==> src/rtl/avalon_camera_regfile.sv <==
// ============================================================================
//  Module   : avalon_camera_regfile
//  Brief    : Avalon-MM camera config regfile, shadow/active banks, frame-synced commit
//  Revision : 1.0  initial release
// ============================================================================
`default_nettype none

module avalon_camera_regfile #(
    parameter int                         NUM_REGS = 15,
    parameter int                         DATA_W   = 16,
    parameter logic [NUM_REGS*DATA_W-1:0] DEFAULTS = '0
) (
    input  logic                         clk,
    input  logic                         reset,
    input  logic [4:0]                   avs_s1_address,
    input  logic                         avs_s1_read,
    input  logic                         avs_s1_write,
    input  logic [31:0]                  avs_s1_writedata,
    input  logic [3:0]                   avs_s1_byteenable,
    output logic [31:0]                  avs_s1_readdata,
    output logic                         avs_s1_readdatavalid,
    input  logic                         frame_start,
    output logic [NUM_REGS*DATA_W-1:0]   avs_export_regs,
    output logic                         avs_export_update_req,
    input  logic                         avs_export_update_ack,
    output logic                         avs_export_cam_soft_reset_n
);

    localparam logic [4:0] c_ADDR_STATUS = 5'h1D;
    localparam logic [4:0] c_ADDR_CTRL   = 5'h1E;
    localparam logic [4:0] c_ADDR_SOFT   = 5'h1F;

    localparam logic [1:0] c_IDLE    = 2'd0;
    localparam logic [1:0] c_PENDING = 2'd1;
    localparam logic [1:0] c_REQ     = 2'd2;

    logic [DATA_W-1:0] r_shadow [NUM_REGS];
    logic [DATA_W-1:0] r_active [NUM_REGS];
    logic [1:0]        r_state;
    logic [7:0]        r_commit_cnt;
    logic              r_overrun;
    logic              r_soft_reset_n;
    logic [31:0]       r_readdata;
    logic              r_readdatavalid;

    logic              w_wr;
    logic              w_commit;
    logic              w_copy;
    logic              w_overrun_set;
    logic              w_overrun_clr;
    logic [1:0]        w_state_nxt;
    logic [DATA_W-1:0] w_wmask;
    logic [31:0]       w_rdmux;
    logic              w_unused;

    // Reads win over a simultaneous write, so the write is suppressed here.
    assign w_wr          = avs_s1_write & ~avs_s1_read;
    assign w_commit      = w_wr && (avs_s1_address == c_ADDR_CTRL) && avs_s1_writedata[0];
    assign w_overrun_clr = w_wr && (avs_s1_address == c_ADDR_STATUS) && avs_s1_writedata[2];
    assign w_unused      = ^{avs_s1_writedata, avs_s1_byteenable};

    always_comb begin
        w_wmask = '0;
        for (int b = 0; b < DATA_W; b++) begin
            w_wmask[b] = avs_s1_byteenable[b / 8];
        end
    end

    always_comb begin
        w_state_nxt   = r_state;
        w_copy        = 1'b0;
        w_overrun_set = 1'b0;
        case (r_state)
            c_IDLE: begin
                if (w_commit) begin
                    if (avs_s1_writedata[1]) begin
                        w_copy      = 1'b1;
                        w_state_nxt = c_REQ;
                    end else begin
                        w_state_nxt = c_PENDING;
                    end
                end
            end
            c_PENDING: begin
                w_overrun_set = w_commit;
                if (frame_start) begin
                    w_copy      = 1'b1;
                    w_state_nxt = c_REQ;
                end
            end
            c_REQ: begin
                w_overrun_set = w_commit;
                if (avs_export_update_ack) begin
                    w_state_nxt = c_IDLE;
                end
            end
            default: w_state_nxt = c_IDLE;
        endcase
    end

    always_comb begin
        w_rdmux = '0;
        case (avs_s1_address)
            c_ADDR_STATUS: w_rdmux = {16'b0, r_commit_cnt, 5'b0, r_overrun, r_state};
            c_ADDR_SOFT:   w_rdmux = {31'b0, r_soft_reset_n};
            default: begin
                for (int i = 0; i < NUM_REGS; i++) begin
                    if (avs_s1_address == 5'(i)) begin
                        w_rdmux = 32'(r_shadow[i]);
                    end
                end
            end
        endcase
    end

    always_ff @(posedge clk) begin
        if (reset) begin
            for (int i = 0; i < NUM_REGS; i++) begin
                r_shadow[i] <= DEFAULTS[i*DATA_W +: DATA_W];
                r_active[i] <= DEFAULTS[i*DATA_W +: DATA_W];
            end
            r_state         <= c_IDLE;
            r_commit_cnt    <= 8'd0;
            r_overrun       <= 1'b0;
            r_soft_reset_n  <= 1'b1;
            r_readdata      <= 32'd0;
            r_readdatavalid <= 1'b0;
        end else begin
            r_state         <= w_state_nxt;
            r_readdatavalid <= avs_s1_read;
            if (avs_s1_read) begin
                r_readdata <= w_rdmux;
            end
            // Copy sees the pre-write shadow because both use non-blocking updates.
            if (w_copy) begin
                for (int i = 0; i < NUM_REGS; i++) begin
                    r_active[i] <= r_shadow[i];
                end
                r_commit_cnt <= r_commit_cnt + 8'd1;
            end
            if (w_wr) begin
                for (int i = 0; i < NUM_REGS; i++) begin
                    if (avs_s1_address == 5'(i)) begin
                        r_shadow[i] <= (r_shadow[i] & ~w_wmask) |
                                       (avs_s1_writedata[DATA_W-1:0] & w_wmask);
                    end
                end
            end
            if (w_wr && (avs_s1_address == c_ADDR_SOFT) && avs_s1_byteenable[0]) begin
                r_soft_reset_n <= avs_s1_writedata[0];
            end
            if (w_overrun_set) begin
                r_overrun <= 1'b1;
            end else if (w_overrun_clr) begin
                r_overrun <= 1'b0;
            end
        end
    end

    generate
        for (genvar g = 0; g < NUM_REGS; g++) begin : g_export
            assign avs_export_regs[g*DATA_W +: DATA_W] = r_active[g];
        end
    endgenerate

    assign avs_s1_readdata             = r_readdata;
    assign avs_s1_readdatavalid        = r_readdatavalid;
    assign avs_export_update_req       = (r_state == c_REQ);
    assign avs_export_cam_soft_reset_n = r_soft_reset_n;

endmodule

`default_nettype wire

==> config.mk <==
export PLATFORM = sky130hd
export DESIGN_NAME = avalon_camera_regfile
export DESIGN_NICKNAME = d
export VERILOG_FILES = /design/src/rtl/avalon_camera_regfile.sv
export SDC_FILE = /design/constraint.sdc
export NUM_CORES = 1
export LEC_CHECK = 0
export ABC_AREA = 1
export BUFFER_PORTS_ARGS = -buffer_cell sky130_fd_sc_hd__buf_2
export CORE_MARGIN = 10
export CORE_UTILIZATION = 59
export CTS_BUF_LIST = sky130_fd_sc_hd__clkbuf_4
export CTS_CLUSTER_DIAMETER = 40
export DETAILED_ROUTE_END_ITERATION = 12
export GPL_TIMING_DRIVEN = 0
export PLACE_DENSITY_LB_ADDON = 0.08
export REMOVE_ABC_BUFFERS = 1
export SYNTH_ARGS = -nofsm -noshare
export SYNTH_HDL_FRONTEND = slang
export SYNTH_SLANG_ARGS = --single-unit
==> constraint.sdc <==
create_clock -name clk -period 11.05 [get_ports clk]
set_input_delay 1.6575 -clock clk [delete_from_list [all_inputs] [get_ports clk]]
set_output_delay 1.6575 -clock clk [all_outputs]
set_load 0.05 [all_outputs]
### After elaboration in Yosys (flattened, before gate mapping)

Memory sizes are Yosys's and may differ from the RTL's.
Index checks and enable logic that the tools add are counted.

| word-level totals | value |
|---|---|
| word-level logic and storage cells | 229 |
| RAM bits | 480 |
| memories | 2 |
| register bits | 45 |
| bits of input ports | 47 |

| operators by class | value |
|---|---|
| eq/ne operators | 22 |
| $add $sub $neg | 1 |
| multiplexer cells | 123 |
| bitwise operators | 64 |
| reduce and logical (&&, ||, !) cells | 11 |

Memory list:

| name | depth | width | read ports | clocked after Yosys merged registers in | wr ports | RTL line | text |
|---|---|---|---|---|---|---|---|
| r_active | 15 | 16 | 15 | 0 | 15 | 38 | `logic [DATA_W-1:0] r_active [NUM_REGS];` |
| r_shadow | 15 | 16 | 15 | 0 | 15 | 37 | `logic [DATA_W-1:0] r_shadow [NUM_REGS];` |

Operators by type and width:

| cell | count |
|---|---|
| two-way mux 16 bit | 31 |
| two-way mux 32 bit | 14 |
| bitwise AND 16 bit | 16 |
| OR 16 bit | 15 |
| two-way mux 1 bit | 71 |
| case mux 32 bit (2 select lines) | 1 |
| == test 5 x 4 -> 1 bit, second input constant | 7 |
| OR 1 bit | 30 |
| == test 5 x 3 -> 1 bit, second input constant | 4 |
| NOT 16 bit | 1 |
| == test 5 bit, second input constant | 3 |
| == test 5 x 2 -> 1 bit, second input constant | 2 |
| adder 8 x 1 -> 8 bit, second input constant | 1 |
| two-way mux 2 bit | 4 |
| logical AND 1 bit | 6 |
| case mux 2 bit (3 select lines) | 1 |
| == test 5 x 1 -> 1 bit, second input constant | 1 |
| logical NOT 5 bit | 1 |
| inequality test 2 bit, second input constant | 2 |
| AND reduction 3 bit | 1 |
| == test 2 x 1 -> 1 bit, second input constant | 1 |
| == test 2 bit, second input constant | 1 |
| logical NOT 2 bit | 1 |
| inequality test 2 x 1 -> 1 bit, second input constant | 1 |
| 5 further kinds | 5 |

### Depth between registers and ports, before layout

| logic depth | value |
|---|---|
| depth in word-level cells | 17 |
| gate-level depth with buffers | 15 |
| depth with buffers taken out | 15 |

### Least setup slack after synthesis

OpenSTA, ideal clock, no wires.

| path | value |
|---|---|
| path kind | input to register |
| start point | in avs_s1_read |
| end point | mem r_active[0][0], enable pin |
| setup slack | 2.898 ns |
| stages | 9 |
| setup time | 0.613 ns |
| buffers on the path | 0 |
| data arrival time | 7.538 ns |
| required time | 10.437 ns |
| path through | inv_2 -> nand2_4 -> clkinv_2 -> nand3_1 -> nor2_2 -> nand3_2 -> nand2_4 -> inv_1 -> nand2_1 |

RTL lines:

| item | RTL line | text |
|---|---|---|
| start, declared | 16 | `input logic avs_s1_read,` |
| end, declared | 38 |  |

==> results.md <==
- Status: completed
- Count leader, synth: nor2_1
- Worst-Skew Late Latency: 0.83 ns
- Global-route usage over all layers: 25.79%
- Critical Path End Type: register
- Number of buffers inserted for hold repair after clock tree synthesis: 0
- # resized after CTS: 0
- Post-synth design cell area: 0.02234 mm2
- Portion of the clock cycle consumed by the worst path in the final layout: 36.78%
- Max cap viols: 0
- Cell type with the highest aggregate area in the netlist: edfxtp_1
- X dimension of the die: 214.6 um
- Number of endpoints with negative hold slack in the final report: 0
- Pins Over Slew Limit: 0
- Maximum buffer depth of the clock tree: 3
- Placed standard-cell area: 0.02424 mm2
- Post-CTS Setup Inserts: 0
- Number of warning messages in the yosys log: 0
- Post-detailed-route DRC marker count: 0
- Maximum number of pins on one net before global-route repair: 160
- Post-route worst hold slack: 0.4715 ns
- Dominant synthesized flop cell: edfxtp_1
- Number of global-route vias before repair: 16592
- Number of nets at the end of the flow: 2623
- Final weighted congestion in routability-driven placement: 0.8694
- TritonCTS buffer count: 132
- Total overflow reported by the global router: 0
- Worst Path Buf+Inv: 6
- Average instance area after synthesis: 9.964 um2
- Largest stage delay, worst path: 0.39 ns
- Layout cells sized above 1: 20.79%
- Synth top area share: 64.52%
- Layout Skew: 0.03018 ns
- Commonest cells in the synthesized netlist: 495 x nor2_1, 480 x edfxtp_1, 440 x nand2_1, 310 x inv_1, 191 x a21oi_1
- Filler-free cell count of the finished design: 3179
- Critical path startpoint category: input port
- Count of TritonRoute iterations in the first routing pass: 5
- CTS tree: done
- Ports: 322
- First-pass GRT wire length: 93.35 mm
- Die area: 0.04605 mm2
- Most area-consuming cells after synthesis: edfxtp_1 65%, nor2_1 8.3%, nand2_1 7.4%
- # clock sinks: 509
- Placed Instances: 2949
- Vias: 16916
- Crit Path Max Fanout: 70
- Total Wirelength: 60.47 mm
- Timing-limited maximum frequency: 0.2461 GHz
- Standard-cell row count: 71
- Reg2reg setup slack: 8.51 ns
- Relative slew margins: 30.23%
- Critical path class: input port to register
- Vert. Die Dim: 214.6 um
- Sequential-to-total area share from yosys stat: 67.12%
- Register bit count reported by yosys: 509
- Final setup violating endpoints: 0
- Post-DR vias/cell: 5.321
- Reported leakage power: 11.36 nW
- Cell family with most CP delay: buffers and inverters
- Final worst path period need: 4.064 ns
- Critical Path, Cell by Cell: buf_2, inv_2, nand2_4, clkinv_2, nand3_1, nor2_2, nand3_2, nand2_4, inv_1, nand2_4, buf_16, buf_16
- Final ANT Viol Nets: 0
- Proportion of register bits with asynchronous set or reset after synthesis: 0%
- Synthesized netlist cell count: 2242
- Transition time of the tightest slew-check pin: 1.044 ns
- H-tree lvl count: 4
- Layout overhead on the synthesized area: 15.91%
- EDFF count, synth: 480
- Final design area excluding fillers: 0.02589 mm2
- Detailed Route Iter0 Violations: 1831
- Data required time at the worst endpoint: 11.52 ns
- Most used cell, CP: nand2_4
- Area of the core region: 0.03749 mm2
- Number of antenna violations at the first check in global routing: 10
- Arrival time of data at the critical path endpoint: 4.54 ns
- IR drop worst, VDD: 0.1126 mV
- Hold Path Class: register to register
- Port buffer count: 287
- Unrepaired setup endpoints after global routing: no
- Routed WL per cell: 19.02 um
- Clk pin slew, worst setup/hold paths: 0.06 ns
- Pwr/cell area: 187.3 mW/mm2
- Number of distinct library cells after synthesis: 34
- Critical path's slowest cell: nand2_4
- Starting density of the core: 59.59%
- HPWL after detailed placement: 41.21 mm
- Clk root buf: clkbuf_4
## sequential cells by signal (all words and copies together) (netlist names)
name and count:
r_shadow 240, r_active 240, r_commit_cnt 8, avs_s1_readdatavalid 1, r_overrun 1, avs_export_cam_soft_reset_n 1
avs_s1_readdata 16, r_state 2
## worst min-delay path: stages (launching register included)
cell	delay [ns]
dfxtp_1	0.31
nand2_1	0.06
a21oi_1	0.06
## layout make-up
type                            count  area (um2)
Inverter                          317        1196
Multi-Input combinational cell   1309        5654
Timing Repair Buffer              303        1757
Sequential cell                   509       14990
Clock buffer                      192        1441
Tap cell                          511       639.4
Antenna cell                        8       20.02
Clock inverter                     30       192.7
Fill cell                        3054       11590
## cell usage in the layout (no fill, tap or decap), types with 2 or more instances in the layout
cell and count:
conb_1 16, ha_1 4, clkinv_2 2, bufinv_16 3, nand2_2 2, o21ai_0 40
buf_4 2, edfxtp_1 480, buf_2 286, a21oi_1 191, clkinv_1 19, buf_6 2
nand3_1 27, nor3_1 4, buf_8 5, nor2_1 494, dfxtp_1 29, nand3_2 4
clkbuf_4 192, nand2_1 439, inv_1 307, diode_2 8, nor2_4 7, buf_16 7
nand4_1 50, inv_2 14, nand2_4 3, inv_4 2, o21bai_1 2, o21ai_2 9
nor2_2 7
## per-stage QoR
stage	setup WS (ns)	setup TNS [ns]	utilization, %	power (W)
finish	6.986	0	69.07	0.004850
global route	6.805	0	69.06	0.005039
CTS	7.032	0	69.02	0.004883
detailed placement	6.154	0	64.66	0.003281
global placement	-2.300	-548.77	63.63	0.003290
floorplan	2.368	0	-	0.003049
## path summary, 6_finish.rpt
kind | start | to | cells after the start
setup reg to reg | r_state[0] | r_active[0][23] | 8
setup / recovery | avs_s1_read | r_active[0][23] | 12
hold reg to reg | avs_s1_readdata[3] | avs_s1_readdata[3] | 2
hold / removal | avs_s1_readdata[3] | avs_s1_readdata[3] | 2
## where the power goes
part / internal (W) / leakage [nW] / switching (W)
clock network: 0.000862 / 0.992 / 0.000750
logic: 0.000152 / 5.17 / 0.000716
registers: 0.00230 / 5.20 / 0.0000707
## routing by layer
metal  wire length, um  global-route usage (%)
met2             28680                   40.67
met5                22                       0
met4              1865                   12.17
met3              5810                   7.123
met1             24090                   32.60
## kinds of logic (layout without fill, tap and decap cells)
| logic type | Yosys count | count (layout) | synth area share [%] |
|---|---|---|---|
| compound gates | 247 | 247 | 5.601 |
| other cells | 1 | 24 | 0.01679 |
| simple gates | 1042 | 1042 | 18.94 |
| fa+ha+maj | 4 | 4 | 0.2240 |
| flops | 509 | 509 | 67.12 |
| buf+inv | 439 | 842 | 8.104 |
Power figures use the tool's default switching activity.
